$ cat src/rtl/vend_ctrl_if.sv
// rtl/vend_ctrl_if.sv - coin/cancel inputs and dispense/change outputs of the vending controller
interface vend_ctrl_if #(
   parameter int CREDIT_W = 4
);
   logic                coin1_n;
   logic                coin2_n;
   logic                cancel_n;
   logic                vend_led;
   logic [CREDIT_W-1:0] change;
   logic                change_vld;
   logic [CREDIT_W-1:0] credit;
   logic                busy;

   modport master (
      output coin1_n, coin2_n, cancel_n,
      input  vend_led, change, change_vld, credit, busy
   );

   modport slave (
      input  coin1_n, coin2_n, cancel_n,
      output vend_led, change, change_vld, credit, busy
   );
endinterface

$ cat src/rtl/vend_ctrl.sv
// rtl/vend_ctrl.sv - coin-operated vending controller with debounced inputs and change/refund strobe
module vend_ctrl #(
   parameter int PRICE      = 3,
   parameter int DEB_CYCLES = 2,
   parameter int LED_CYCLES = 50,
   parameter int CREDIT_W   = 4
) (
   input  logic        clk,
   input  logic        rst_n,
   vend_ctrl_if.slave  bus
);
   localparam int DCW = $clog2(DEB_CYCLES + 1);
   localparam int LCW = $clog2(LED_CYCLES + 1);
   localparam logic [CREDIT_W-1:0] PRICE_C = CREDIT_W'(PRICE);
   localparam logic [DCW-1:0]      DEB_LAST = DCW'(DEB_CYCLES - 1);
   localparam logic [LCW-1:0]      LED_LAST = LCW'(LED_CYCLES - 1);

   typedef enum logic [1:0] {IDLE, COLLECT, VEND, REFUND} state_t;

   // channel order: bit 0 = coin1, bit 1 = coin2, bit 2 = cancel
   logic [2:0]     raw;
   logic [2:0]     sync1;
   logic [2:0]     sync2;
   logic [DCW-1:0] deb_cnt [3];
   logic [2:0]     armed;
   logic [2:0]     ev;

   state_t              state;
   logic [CREDIT_W-1:0] credit_q;
   logic [CREDIT_W-1:0] change_q;
   logic                change_vld_q;
   logic                vend_led_q;
   logic                busy_q;
   logic [LCW-1:0]      led_cnt;

   logic [CREDIT_W-1:0] add;
   logic [CREDIT_W-1:0] credit_next;

   assign raw = {bus.cancel_n, bus.coin2_n, bus.coin1_n};

   // two-flop synchronisers; idle level of the sensors is high
   always_ff @(posedge clk) begin
      if (!rst_n) begin
         sync1 <= 3'b111;
         sync2 <= 3'b111;
      end else begin
         sync1 <= raw;
         sync2 <= sync1;
      end
   end

   // an event fires on the DEB_CYCLES-th consecutive low cycle of an armed channel
   for (genvar i = 0; i < 3; i++) begin : g_ev
      assign ev[i] = armed[i] && !sync2[i] && (deb_cnt[i] == DEB_LAST);
   end

   // debounce: armed channels count low cycles, disarmed channels count high cycles to re-arm
   always_ff @(posedge clk) begin
      if (!rst_n) begin
         for (int i = 0; i < 3; i++) begin
            deb_cnt[i] <= '0;
            armed[i]   <= 1'b1;
         end
      end else begin
         for (int i = 0; i < 3; i++) begin
            if (armed[i]) begin
               if (sync2[i]) begin
                  deb_cnt[i] <= '0;
               end else if (ev[i]) begin
                  deb_cnt[i] <= '0;
                  armed[i]   <= 1'b0;
               end else begin
                  deb_cnt[i] <= deb_cnt[i] + DCW'(1);
               end
            end else begin
               if (!sync2[i]) begin
                  deb_cnt[i] <= '0;
               end else if (deb_cnt[i] == DEB_LAST) begin
                  deb_cnt[i] <= '0;
                  armed[i]   <= 1'b1;
               end else begin
                  deb_cnt[i] <= deb_cnt[i] + DCW'(1);
               end
            end
         end
      end
   end

   // both coins in one cycle add 3; width headroom guarantees no wrap below PRICE+3
   assign add         = (ev[0] ? CREDIT_W'(1) : '0) + (ev[1] ? CREDIT_W'(2) : '0);
   assign credit_next = credit_q + add;

   // main FSM with registered outputs; change is zero whenever its strobe is low
   always_ff @(posedge clk) begin
      if (!rst_n) begin
         state        <= IDLE;
         credit_q     <= '0;
         change_q     <= '0;
         change_vld_q <= 1'b0;
         vend_led_q   <= 1'b0;
         busy_q       <= 1'b0;
         led_cnt      <= '0;
      end else begin
         change_q     <= '0;
         change_vld_q <= 1'b0;
         case (state)
            IDLE, COLLECT: begin
               if (add != '0) begin
                  if (credit_next >= PRICE_C) begin
                     // a vend wins over a simultaneous cancel
                     state        <= VEND;
                     vend_led_q   <= 1'b1;
                     busy_q       <= 1'b1;
                     change_vld_q <= 1'b1;
                     change_q     <= credit_next - PRICE_C;
                     credit_q     <= '0;
                     led_cnt      <= '0;
                  end else if (ev[2]) begin
                     state        <= REFUND;
                     change_vld_q <= 1'b1;
                     change_q     <= credit_next;
                     credit_q     <= '0;
                  end else begin
                     state    <= COLLECT;
                     credit_q <= credit_next;
                  end
               end else if (ev[2] && state == COLLECT) begin
                  state        <= REFUND;
                  change_vld_q <= 1'b1;
                  change_q     <= credit_q;
                  credit_q     <= '0;
               end
            end
            VEND: begin
               // events arriving while dispensing are dropped
               if (led_cnt == LED_LAST) begin
                  state      <= IDLE;
                  vend_led_q <= 1'b0;
                  busy_q     <= 1'b0;
                  led_cnt    <= '0;
               end else begin
                  led_cnt <= led_cnt + LCW'(1);
               end
            end
            default: begin
               state <= IDLE;
            end
         endcase
      end
   end

   assign bus.vend_led   = vend_led_q;
   assign bus.change     = change_q;
   assign bus.change_vld = change_vld_q;
   assign bus.credit     = credit_q;
   assign bus.busy       = busy_q;
endmodule

$ cat src/flat_wrapper.sv
// flat-port wrapper written by rule: the top's interface ports become plain ports
module vend_ctrl_flat 
#(
   parameter int PRICE      = 3,
   parameter int DEB_CYCLES = 2,
   parameter int LED_CYCLES = 50,
   parameter int CREDIT_W   = 4
)
  (clk, rst_n, bus_coin1_n, bus_coin2_n, bus_cancel_n, bus_vend_led, bus_change, bus_change_vld, bus_credit, bus_busy);
  vend_ctrl_if #(.CREDIT_W(CREDIT_W)) bus_i ();
  input  logic clk;
  input  logic rst_n;
  input wire logic [$bits(bus_i.coin1_n)-1:0] bus_coin1_n;
  input wire logic [$bits(bus_i.coin2_n)-1:0] bus_coin2_n;
  input wire logic [$bits(bus_i.cancel_n)-1:0] bus_cancel_n;
  output wire logic [$bits(bus_i.vend_led)-1:0] bus_vend_led;
  output wire logic [$bits(bus_i.change)-1:0] bus_change;
  output wire logic [$bits(bus_i.change_vld)-1:0] bus_change_vld;
  output wire logic [$bits(bus_i.credit)-1:0] bus_credit;
  output wire logic [$bits(bus_i.busy)-1:0] bus_busy;
  assign bus_i.coin1_n = bus_coin1_n;
  assign bus_i.coin2_n = bus_coin2_n;
  assign bus_i.cancel_n = bus_cancel_n;
  assign bus_vend_led = bus_i.vend_led;
  assign bus_change = bus_i.change;
  assign bus_change_vld = bus_i.change_vld;
  assign bus_credit = bus_i.credit;
  assign bus_busy = bus_i.busy;
  vend_ctrl #(.PRICE(PRICE), .DEB_CYCLES(DEB_CYCLES), .LED_CYCLES(LED_CYCLES), .CREDIT_W(CREDIT_W)) u_core (.clk(clk), .rst_n(rst_n), .bus(bus_i));
endmodule
$ cat config.mk
export PLATFORM = sky130hd
export DESIGN_NAME = vend_ctrl_flat
export DESIGN_NICKNAME = d
export VERILOG_FILES = /design/src/rtl/vend_ctrl_if.sv /design/src/rtl/vend_ctrl.sv /design/src/flat_wrapper.sv
export SDC_FILE = /design/constraint.sdc
export NUM_CORES = 1
export LEC_CHECK = 0
export CAP_MARGIN = 0
export CORE_MARGIN = 10
export CORE_UTILIZATION = 50
export DETAILED_ROUTE_END_ITERATION = 12
export PLACE_DENSITY = 0.71
export SYNTH_ARGS = -nofsm -noshare
export SYNTH_HDL_FRONTEND = slang
export SYNTH_SLANG_ARGS = --single-unit
$ cat constraint.sdc
create_clock -name clk -period 7.3 [get_ports clk]
set_input_delay 2.19 -clock clk [delete_from_list [all_inputs] [get_ports clk]]
set_output_delay 2.19 -clock clk [all_outputs]
set_load 0.02 [all_outputs]
==> summary.log, run 1 <==
qor: status.status finished, final reports clean
qor: synthesis.netlist_instances 166
qor: clock_network.tritoncts_clock_tree done
qor: detailed_routing.vias 1276
qor: setup_path.critical_path_peak_fanout 24
qor: sta.worst_slew_pin_slew 0.753 ns
qor: power_and_ir_drop.cellPowerDensity 173 nW/µm²
qor: finish.most-common-layout-cells sky130_fd_sc_hd__dfxtp_1 (27), sky130_fd_sc_hd__clkdlybuf4s50_1 (15), sky130_fd_sc_hd__nand2_1 (13)
qor: synthesis.synth-warning-count 0
qor: setup_path.crit_slowest_cell sky130_fd_sc_hd__clkdlybuf4s50_1
qor: floorplanning.core_area 3100 µm²
qor: finish.drive_gt1_frac 0.0794
qor: run.drv.max_cap_violation_count 0
qor: clock_network.number_of_sinks_driven_by_the_clock_tree 33
qor: synthesis.yosys.area.top_type sky130_fd_sc_hd__dfxtp_1
qor: sta.worst_slew_margin_rel 0.497
qor: setup_path.worst-r2r-cell-count 10
qor: setup_path.crit_end u_core.bus.change[2]
qor: sta.finClkSkew 0.00873 ns
qor: sta.fmax 250 MHz
qor: placement.finalWeightedCongestion 0.820
qor: global_routing.antenna_violations_before_repair 0
qor: finish.design.final.nets 200
qor: synthesis.sequential_area_share_after_synthesis 0.437
qor: placement.port-buffer-count 15
qor: clock_network.numCtsBuffers 5
qor: floorplanning.die_y 77.5 µm
qor: detailed_routing.detailedRoute.firstIterationViolations 102
qor: worst_hold_path.min_delay_path_depth 1
qor: setup_path.cp-startpoint rst_n
qor: global_routing.grt.total_usage 0.105
qor: setup_path.worst-setup-path-type in2reg
qor: setup_path.path_depth 5
qor: detailed_routing.drt_pass1_iterations 4
qor: sta.report.final.slew_viol_count 0
qor: placement.dp.final_hpwl 2.31 mm
qor: detailed_routing.ant_nets 0
qor: synthesis.synth.area.top_cells sky130_fd_sc_hd__dfxtp_1 (33%), sky130_fd_sc_hd__edfxtp_1 (11%), sky130_fd_sc_hd__ha_1 (5.3%), sky130_fd_sc_hd__mux2i_1 (3.6%), sky130_fd_sc_hd__nand2b_1 (3.4%)
qor: sta.final.setup.tns 0 ns
qor: global_routing.grt_start_max_net_pins 25
qor: setup_path.worstPathBufferInverterCount 1
qor: sta.setup_violations 0
qor: global_routing.globalRouteOverflowTotal 0
qor: synthesis.async_flop_share 0
qor: placement.preCtsSetupSlack 2.96 ns
qor: synthesis.synthesis.area_per_instance 9.94 µm²
qor: synthesis.yosys.cell_types.count 42
qor: detailed_routing.detail_route.vias_per_cell 5.48
qor: sta.final_critical_delay_including_setup_and_external_delays 4.01 ns
qor: global_routing.grt-busiest-layer met2
qor: power_and_ir_drop.vdd_ir_drop_max 0.0980 mV
qor: sta.finalWorstSetupSlack 3.29 ns
qor: setup_path.crit_chain clkdlybuf4s50_1 -> nand2b_1 -> nand2b_1 -> or4_1 -> o21ai_0
qor: detailed_routing.drc_errors 0
qor: global_routing.grt.met3_usage 0.0438
qor: setup_path.critical_path.max_stage_delay 0.96 ns
qor: setup_path.worst-r2r-setup-slack 4.56 ns
qor: clock_network.cts-root-to-sink-buffers 2
qor: finish.area_growth_syn_to_layout 16.8%
qor: floorplanning.start_util 0.532
qor: synthesis.synth_enable_flop_cells 6
qor: global_routing.groute.layer.met2.usage 0.173
qor: floorplanning.core.rowCount 20
qor: setup_path.worstReg2RegEnd u_core.bus.credit[0]
qor: sta.rsz_0062_raised_after_global_routing false
qor: clock_network.cts_setup_buffers 0
qor: clock_network.clk_transition_reported_paths 0.09 ns
qor: power_and_ir_drop.total_leakage_power 0.740 nW
qor: setup_path.rr_startpoint u_core.deb_cnt[1][1]
qor: finish.layout.cells.most_common sky130_fd_sc_hd__dfxtp_1
qor: floorplanning.dieArea 6000 µm²
qor: setup_path.critPathRequiredTime 7.56 ns
qor: sta.timing.final.hold_violations 0
qor: clock_network.cts_htree_levels 2
qor: detailed_routing.drt_wl_total 3.03 mm
qor: detailed_routing.drt-wirelength-per-cell 13.0 µm
qor: clock_network.clock_latency 0.33 ns
qor: worst_hold_path.worstHoldPathType reg2reg
qor: global_routing.grt_pass1_vias 1199
qor: finish.diodes 0
qor: global_routing.met1_usage 0.122
qor: setup_path.critical_path.most_common_cell sky130_fd_sc_hd__nand2b_1
qor: setup_path.crit_family simple AND/OR/NAND/NOR gates
qor: floorplanning.top_level_ports 16
qor: synthesis.postSynthRegisterBits 33
qor: synthesis.synth-main-ff-cell sky130_fd_sc_hd__dfxtp_1
qor: floorplanning.horizontal_die_dimension 77.5 µm
qor: setup_path.setup.worst_path.end_class flop
qor: global_routing.grt_first_pass_wirelength 5.33 mm
qor: clock_network.cts_root_buf sky130_fd_sc_hd__clkbuf_4
qor: synthesis.yosys.area.top_type_share 0.328
qor: setup_path.critPathLaunchType primary input
qor: clock_network.post_cts_resized 0
qor: clock_network.cts_hold_buffers 0
qor: sta.final.period_utilization 0.549
qor: synthesis.post_synthesis_instance_area 1650 µm²
qor: setup_path.worst_ep_arrival_time 4.27 ns
power by group:
| group | switching [mW] | total (mW) | internal (mW) |
|---|---|---|---|
| Clock | 0.0571 | 0.128 | 0.0712 |
| Sequential | 0.00189 | 0.191 | 0.189 |
| Combinational | 0.00761 | 0.0143 | 0.00671 |
area by class of cell:
type / instances / area [µm²]
Tap cell: 44 / 55.1
Timing Repair Buffer: 15 / 150
Sequential cell: 33 / 721
Multi-Input combinational cell: 127 / 903
Inverter: 6 / 22.5
Clock inverter: 2 / 33.8
Clock buffer: 6 / 41.3
Fill cell: 285 / 1180
worst min path at each step:
stage	start	end
finish	u_core.sync1[2]	u_core.sync2[2]
detailed placement	u_core.sync1[2]	u_core.sync2[2]
CTS	u_core.sync1[2]	u_core.sync2[2]
global placement	u_core.sync1[2]	u_core.sync2[2]
global route	u_core.sync1[2]	u_core.sync2[2]
floorplan	u_core.sync1[0]	u_core.sync2[0]
metal layers:
layer / vias to the layer above / wire length [µm]
met4: 0 / 44
met3: 5 / 183
met1: 606 / 1400
met5: - / 0
met2: 26 / 1400
li1: 639 / -
logic make-up after synthesis:
logic type | Yosys count | share of synthesized area
other | 1 | 0.00227
muxes | 6 | 0.0364
xor gates and xnor gates | 6 | 0.0318
adders and majority gates | 8 | 0.0599
buffers and inverters | 11 | 0.0273
AOI/OAI and AO/OA | 41 | 0.206
DFF | 33 | 0.437
and+or+nand+nor | 60 | 0.199
stage by stage:
step	total power, mW	util	hold WS (ns)	std cells	instance area (µm²)
2_1_floorplan	0.205	-	0.386	171	1670
3_3_place_gp	0.209	0.597	0.393	225	1850
3_5_place_dp	0.209	0.597	0.400	225	1850
4_1_cts	0.338	0.621	0.426	233	1930
5_1_grt	0.349	0.621	0.430	233	1930
6_report	0.333	0.621	0.422	233	1930
cell usage after synthesis, types with 5 or more instances:
cell type                  number
sky130_fd_sc_hd__a21o_1         5
sky130_fd_sc_hd__a21oi_1        7
sky130_fd_sc_hd__and2_1         5
sky130_fd_sc_hd__dfxtp_1       27
sky130_fd_sc_hd__edfxtp_1       6
sky130_fd_sc_hd__ha_1           7
sky130_fd_sc_hd__inv_1          6
sky130_fd_sc_hd__mux2i_1        6
sky130_fd_sc_hd__nand2_1       13
sky130_fd_sc_hd__nand2b_1       9
sky130_fd_sc_hd__nand3b_1       7
sky130_fd_sc_hd__nor2_1        12
sky130_fd_sc_hd__o21ai_0        6
flip-flops by register name, indices dropped and copies added (netlist names), named ones only:
name                   cells
u_core.bus.vend_led        1
u_core.sync2               3
u_core.led_cnt             6
u_core.state               2
u_core.bus.credit          4
u_core.deb_cnt             6
u_core.bus.change          4
u_core.bus.change_vld      1
u_core.sync1               3
worst reg2reg max path, stage by stage (launching register included):
cell and delay, ns:
sky130_fd_sc_hd__edfxtp_1 0.38, sky130_fd_sc_hd__inv_1 0.06, sky130_fd_sc_hd__ha_1 0.22, sky130_fd_sc_hd__nand3b_1 0.18, sky130_fd_sc_hd__xnor2_1 0.17, sky130_fd_sc_hd__ha_1 0.28, sky130_fd_sc_hd__a2111oi_4 0.35, sky130_fd_sc_hd__a31oi_2 0.10
sky130_fd_sc_hd__a221o_2 0.52, sky130_fd_sc_hd__a2111oi_4 0.33, sky130_fd_sc_hd__a21o_1 0.11
Note: power is estimated with default switching activity, not from simulation.
==> run 2, diff against run 1 <==
--- a/config.mk
+++ b/config.mk
@@ -9,7 +9,7 @@
 export CORE_MARGIN = 10
 export CORE_UTILIZATION = 50
 export DETAILED_ROUTE_END_ITERATION = 12
-export PLACE_DENSITY = 0.71
+export PLACE_DENSITY = 0.74
 export SYNTH_ARGS = -nofsm -noshare
 export SYNTH_HDL_FRONTEND = slang
 export SYNTH_SLANG_ARGS = --single-unit
==> constraint.sdc (replaced) <==
create_clock -name clk -period 3.2 [get_ports clk]
set_input_delay 0.96 -clock clk [delete_from_list [all_inputs] [get_ports clk]]
set_output_delay 0.96 -clock clk [all_outputs]
set_load 0.02 [all_outputs]
==> summary.log, run 2 (synthesized netlist as in run 1, its figures left out) <==
qor: status.status finished, final reports clean
qor: global_routing.grt_start_max_net_pins 24
qor: clock_network.numCtsBuffers 5
qor: sta.worst_slew_pin_slew 0.600 ns
qor: finish.drive_gt1_frac 0.0842
qor: sta.worst_slew_margin_rel 0.595
qor: power_and_ir_drop.vdd_ir_drop_max 0.302 mV
qor: sta.rsz_0062_raised_after_global_routing false
qor: detailed_routing.detailedRoute.firstIterationViolations 83
qor: detailed_routing.drt_pass1_iterations 4
qor: detailed_routing.detail_route.vias_per_cell 5.26
qor: finish.final_cell_count_without_fillers 234
qor: setup_path.setup.worst_path.end_class flop
qor: global_routing.globalRouteOverflowTotal 0
qor: clock_network.clock_latency 0.32 ns
qor: setup_path.critical_path_peak_fanout 8
qor: floorplanning.core.rowCount 20
qor: floorplanning.core_area 3100 µm²
qor: detailed_routing.vias 1230
qor: detailed_routing.drt_wl_total 3.28 mm
qor: setup_path.critPathRequiredTime 3.48 ns
qor: placement.detailed_place.area 1860 µm²
qor: placement.finalWeightedCongestion 0.842
qor: placement.port-buffer-count 15
qor: placement.placed_cells 226
qor: finish.diodes 0
qor: global_routing.antenna_violations_before_repair 0
qor: clock_network.clk_transition_reported_paths 0.10 ns
qor: worst_hold_path.min_from u_core.sync1[2]
qor: finish.design_area 1930 µm²
qor: sta.final.period_utilization 0.870
qor: power_and_ir_drop.total_leakage_power 0.745 nW
qor: worst_hold_path.min_delay_path_depth 1
qor: setup_path.cp-startpoint u_core.deb_cnt[1][1]
qor: global_routing.grt.total_usage 0.113
qor: finish.area_growth_syn_to_layout 17.2%
qor: finish.design.final.nets 201
qor: clock_network.cts_setup_buffers 0
qor: sta.setup_violations 0
qor: detailed_routing.drt-wirelength-per-cell 14.0 µm
qor: clock_network.cts-root-to-sink-buffers 2
qor: sta.report.final.slew_viol_count 0
qor: global_routing.grt_first_pass_wirelength 5.64 mm
qor: detailed_routing.ant_nets 0
qor: floorplanning.start_util 0.532
qor: clock_network.tritoncts_clock_tree done
qor: placement.dp.final_hpwl 2.50 mm
qor: clock_network.post_cts_resized 0
qor: clock_network.cts_root_buf sky130_fd_sc_hd__clkbuf_4
qor: sta.fmax 359 MHz
qor: finish.reg.largest.list u_core.deb_cnt: 6 flops, u_core.led_cnt: 6 flops
qor: clock_network.cts_htree_levels 2
qor: power_and_ir_drop.cellPowerDensity 395 nW/µm²
qor: detailed_routing.drc_errors 0
qor: setup_path.worst_ep_arrival_time 3.06 ns
qor: worst_hold_path.worstHoldPathType reg2reg
qor: sta.finClkSkew 0.00589 ns
qor: sta.final.setup.tns 0 ns
qor: finish.most-common-layout-cells sky130_fd_sc_hd__dfxtp_1 (27), sky130_fd_sc_hd__clkdlybuf4s50_1 (15), sky130_fd_sc_hd__nand2_1 (13)
qor: floorplanning.top_level_ports 16
qor: sta.final_critical_delay_including_setup_and_external_delays 2.78 ns
qor: floorplanning.horizontal_die_dimension 77.5 µm
qor: finish.layout.cells.most_common sky130_fd_sc_hd__dfxtp_1
qor: setup_path.worst-setup-path-type reg2reg
qor: setup_path.critPathLaunchType flop
qor: finish.final_util 0.623
qor: clock_network.number_of_sinks_driven_by_the_clock_tree 33
qor: setup_path.rr_startpoint u_core.deb_cnt[1][1]
qor: floorplanning.die_y 77.5 µm
qor: sta.timing.final.hold_violations 0
qor: run.drv.max_cap_violation_count 0
qor: clock_network.cts_hold_buffers 0
qor: floorplanning.dieArea 6000 µm²
qor: setup_path.worst-r2r-cell-count 10
qor: global_routing.grt_pass1_vias 1267
==> run 2: cell type report <==
cell class,count,area [µm²]
clock inverter,2,33.8
clock buffer,6,41.3
sequential,33,721
fill,293,1170
multi-input combinational,127,903
tap,44,55.1
inverter,6,22.5
timing repair buffer,16,158
==> run 2: through the flow <==
step	total power [mW]	hold WS [ns]	setup WS [ns]
after floorplan	0.467	0.386	0.698
after global placement	0.477	0.391	0.608
after detailed placement	0.479	0.396	0.459
after CTS	0.772	0.419	0.434
after global routing	0.798	0.422	0.288
final	0.763	0.417	0.417
==> run 2: final timing paths <==
path,end,slack [ns]
worst max register to register,u_core.bus.credit[0],0.42
worst min register to register,u_core.sync2[2],0.42
worst max-delay path,u_core.bus.credit[0],0.42
worst min-delay path,u_core.sync2[2],0.42
==> run 2: per-layer routing <==
metal	vias to the layer above	track usage	share of wire
li1	635	-	-
met1	557	0.118	0.43
met2	34	0.204	0.50
met3	4	0.0461	0.060
met4	0	0.0328	0.0082
met5	-	0	0
==> run 2: power breakdown <==
part	switching, mW	total [mW]	leakage, nW	internal, mW
Clock	0.131	0.294	0.0399	0.163
Sequential	0.00462	0.435	0.281	0.431
Combinational	0.0183	0.0345	0.424	0.0162
Total	0.154	0.763	0.745	0.609
==> run 2: critical path, cell delays in order (launching register included) <==
cell,delay [ns]
sky130_fd_sc_hd__edfxtp_1,0.36
sky130_fd_sc_hd__inv_1,0.06
sky130_fd_sc_hd__ha_1,0.23
sky130_fd_sc_hd__nand3b_1,0.18
sky130_fd_sc_hd__xnor2_1,0.17
sky130_fd_sc_hd__ha_1,0.29
sky130_fd_sc_hd__a2111oi_4,0.36
sky130_fd_sc_hd__a31oi_2,0.11
sky130_fd_sc_hd__a221o_2,0.52
sky130_fd_sc_hd__a2111oi_4,0.34
sky130_fd_sc_hd__a21o_1,0.11
==> run 3, diff against run 2 <==
--- a/config.mk
+++ b/config.mk
@@ -10,6 +10,7 @@
 export CORE_UTILIZATION = 50
 export DETAILED_ROUTE_END_ITERATION = 12
 export PLACE_DENSITY = 0.74
+export SETUP_SLACK_MARGIN = 0.3
 export SYNTH_ARGS = -nofsm -noshare
 export SYNTH_HDL_FRONTEND = slang
 export SYNTH_SLANG_ARGS = --single-unit
==> summary.log, run 3 (synthesized netlist as in run 1, its figures left out) <==
qor: worst_hold_path.min_from u_core.sync1[2]
qor: detailed_routing.drt-wirelength-per-cell 14.1 µm
qor: clock_network.number_of_sinks_driven_by_the_clock_tree 33
qor: placement.port-buffer-count 15
qor: global_routing.grt_first_pass_wirelength 5.64 mm
qor: power_and_ir_drop.power.share.sequential 0.570
qor: sta.setup_violations 0
qor: placement.finalWeightedCongestion 0.842
qor: worst_hold_path.worstHoldPathType reg2reg
qor: setup_path.crit_family compound AO/OA/AOI/OAI gates
qor: detailed_routing.vias 1236
qor: finish.design_area 1930 µm²
qor: floorplanning.start_util 0.532
qor: sta.final.period_utilization 0.857
qor: global_routing.grt_pass1_vias 1267
qor: placement.placed_cells 226
qor: setup_path.setup.worst_path.end_class flop
qor: sta.rsz_0062_raised_after_global_routing false
qor: sta.report.final.slew_viol_count 0
qor: power_and_ir_drop.vdd_ir_drop_max 0.302 mV
qor: clock_network.post_cts_resized 0
qor: setup_path.path_depth 10
qor: clock_network.cts_hold_buffers 0
qor: global_routing.antenna_violations_before_repair 0
qor: finish.final_cell_count_without_fillers 234
qor: setup_path.worst-r2r-cell-count 10
qor: global_routing.grt.total_usage 0.113
qor: setup_path.critPathLaunchType flop
qor: sta.final_critical_delay_including_setup_and_external_delays 2.74 ns
qor: sta.fmax 364 MHz
qor: detailed_routing.drt_wl_total 3.30 mm
qor: finish.layout.cells.most_common sky130_fd_sc_hd__dfxtp_1
qor: setup_path.worstReg2RegEnd u_core.led_cnt[4]
qor: detailed_routing.drc_errors 0
qor: setup_path.worst-setup-path-type reg2reg
qor: sta.final.setup.tns 0 ns
qor: finish.reg.largest.list u_core.deb_cnt: 6 flops, u_core.led_cnt: 6 flops
qor: setup_path.critical_path_peak_fanout 7
qor: clock_network.clock_latency 0.32 ns
qor: clock_network.clk_transition_reported_paths 0.09 ns
qor: placement.detailed_place.area 1860 µm²
qor: setup_path.critical_path.most_common_cell sky130_fd_sc_hd__ha_1
qor: sta.finClkSkew 0.00534 ns
qor: power_and_ir_drop.power.net_switching 154 µW
qor: setup_path.worstPathBufferInverterCount 1
qor: global_routing.grt_start_max_net_pins 24
qor: finish.diodes 0
qor: power_and_ir_drop.total_leakage_power 0.745 nW
qor: floorplanning.core_area 3100 µm²
qor: setup_path.crit_end u_core.led_cnt[4]
qor: finish.drive_gt1_frac 0.0842
qor: setup_path.crit_slowest_cell sky130_fd_sc_hd__a221oi_4
qor: finish.area_growth_syn_to_layout 17.2%
qor: setup_path.crit_chain inv_1 -> ha_1 -> nand3b_1 -> xnor2_1 -> ha_1 -> a2111oi_4 -> a31oi_2 -> a221oi_4 -> o31ai_2 -> a31oi_1
qor: power_and_ir_drop.clock_power_share 0.384
qor: setup_path.rr_startpoint u_core.deb_cnt[1][1]
qor: floorplanning.core.rowCount 20
qor: run.drv.max_cap_violation_count 0
qor: setup_path.critPathRequiredTime 3.45 ns
qor: sta.worst_slew_margin_rel 0.595
qor: detailed_routing.detailedRoute.firstIterationViolations 110
qor: power_and_ir_drop.net_sw_frac 0.201
qor: setup_path.critical_path.max_stage_delay 0.49 ns
qor: clock_network.cts-root-to-sink-buffers 2
qor: clock_network.cts_root_buf sky130_fd_sc_hd__clkbuf_4
qor: floorplanning.die_y 77.5 µm
qor: sta.timing.final.hold_violations 0
qor: status.status finished, final reports clean
qor: setup_path.worst-r2r-setup-slack 0.46 ns
qor: detailed_routing.ant_nets 0
qor: detailed_routing.drt_pass1_iterations 4
qor: power_and_ir_drop.power.combinational.fraction 0.045
qor: clock_network.numCtsBuffers 5
qor: finish.most-common-layout-cells sky130_fd_sc_hd__dfxtp_1 (27), sky130_fd_sc_hd__clkdlybuf4s50_1 (15), sky130_fd_sc_hd__nand2_1 (13)
qor: sta.worst_slew_pin_slew 0.599 ns
qor: global_routing.globalRouteOverflowTotal 0
qor: clock_network.cts_setup_buffers 0
qor: power_and_ir_drop.cellPowerDensity 395 nW/µm²
qor: finish.design.final.nets 201
qor: clock_network.tritoncts_clock_tree done
qor: power_and_ir_drop.p_int 609 µW
qor: finish.final_util 0.623
qor: floorplanning.top_level_ports 16
qor: clock_network.cts_htree_levels 2
qor: floorplanning.dieArea 6000 µm²
qor: setup_path.cp-startpoint u_core.deb_cnt[1][1]
qor: placement.dp.final_hpwl 2.50 mm
qor: detailed_routing.detail_route.vias_per_cell 5.28
qor: setup_path.worst_ep_arrival_time 2.99 ns
qor: floorplanning.horizontal_die_dimension 77.5 µm
==> run 3: cell counts in the layout (fill, tap and decap cells not counted) <==
Identical to the previous run, type by type.
==> run 3: worst register-to-register path: cells and delay by family (launching register included) <==
family          cells  cell delay (ns)
compound gates      5             1.38
xor+xnor            1             0.17
buf+inv             1             0.06
flops               1             0.36
fa+ha+maj           2             0.52
simple gates        1             0.18
==> run 3: metrics by stage <==
step | hold WS [ns] | power (mW) | setup slack [ns]
after floorplan | 0.386 | 0.467 | 0.698
after global placement | 0.391 | 0.477 | 0.608
after detailed placement | 0.396 | 0.479 | 0.459
after CTS | 0.419 | 0.772 | 0.434
after global routing | 0.422 | 0.798 | 0.305
final | 0.417 | 0.763 | 0.456
==> run 3: power groups by stage <==
stage                     Clock [mW]  Sequential, mW  Combinational (mW)
after floorplan                    0           0.444              0.0234
after global placement             0           0.444              0.0328
after detailed placement           0           0.445              0.0344
after CTS                      0.303           0.435              0.0344
after global routing           0.324           0.436              0.0384
final                          0.293           0.435              0.0346
==> run 3: area by class of cell <==
class	count	area [µm²]
fill	293	1170
clock buffer	6	41.3
multi-input combinational	127	903
timing repair buffer	16	158
sequential	33	721
inverter	6	22.5
tap	44	55.1
clock inverter	2	33.8
==> run 3: how the worst min path moves through the flow <==
stage	to	slack, ns	cells past startpoint
floorplan	u_core.sync2[0]	0.39	1
global placement	u_core.sync2[2]	0.39	1
detailed placement	u_core.sync2[2]	0.40	1
CTS	u_core.sync2[2]	0.42	1
global route	u_core.sync2[2]	0.42	1
finish	u_core.sync2[2]	0.42	1
==> run 3: metal layers <==
metal	wire [µm]	GRT usage
met4	27	0.0328
met5	0	0
met1	1440	0.118
met3	171	0.0461
met2	1670	0.204
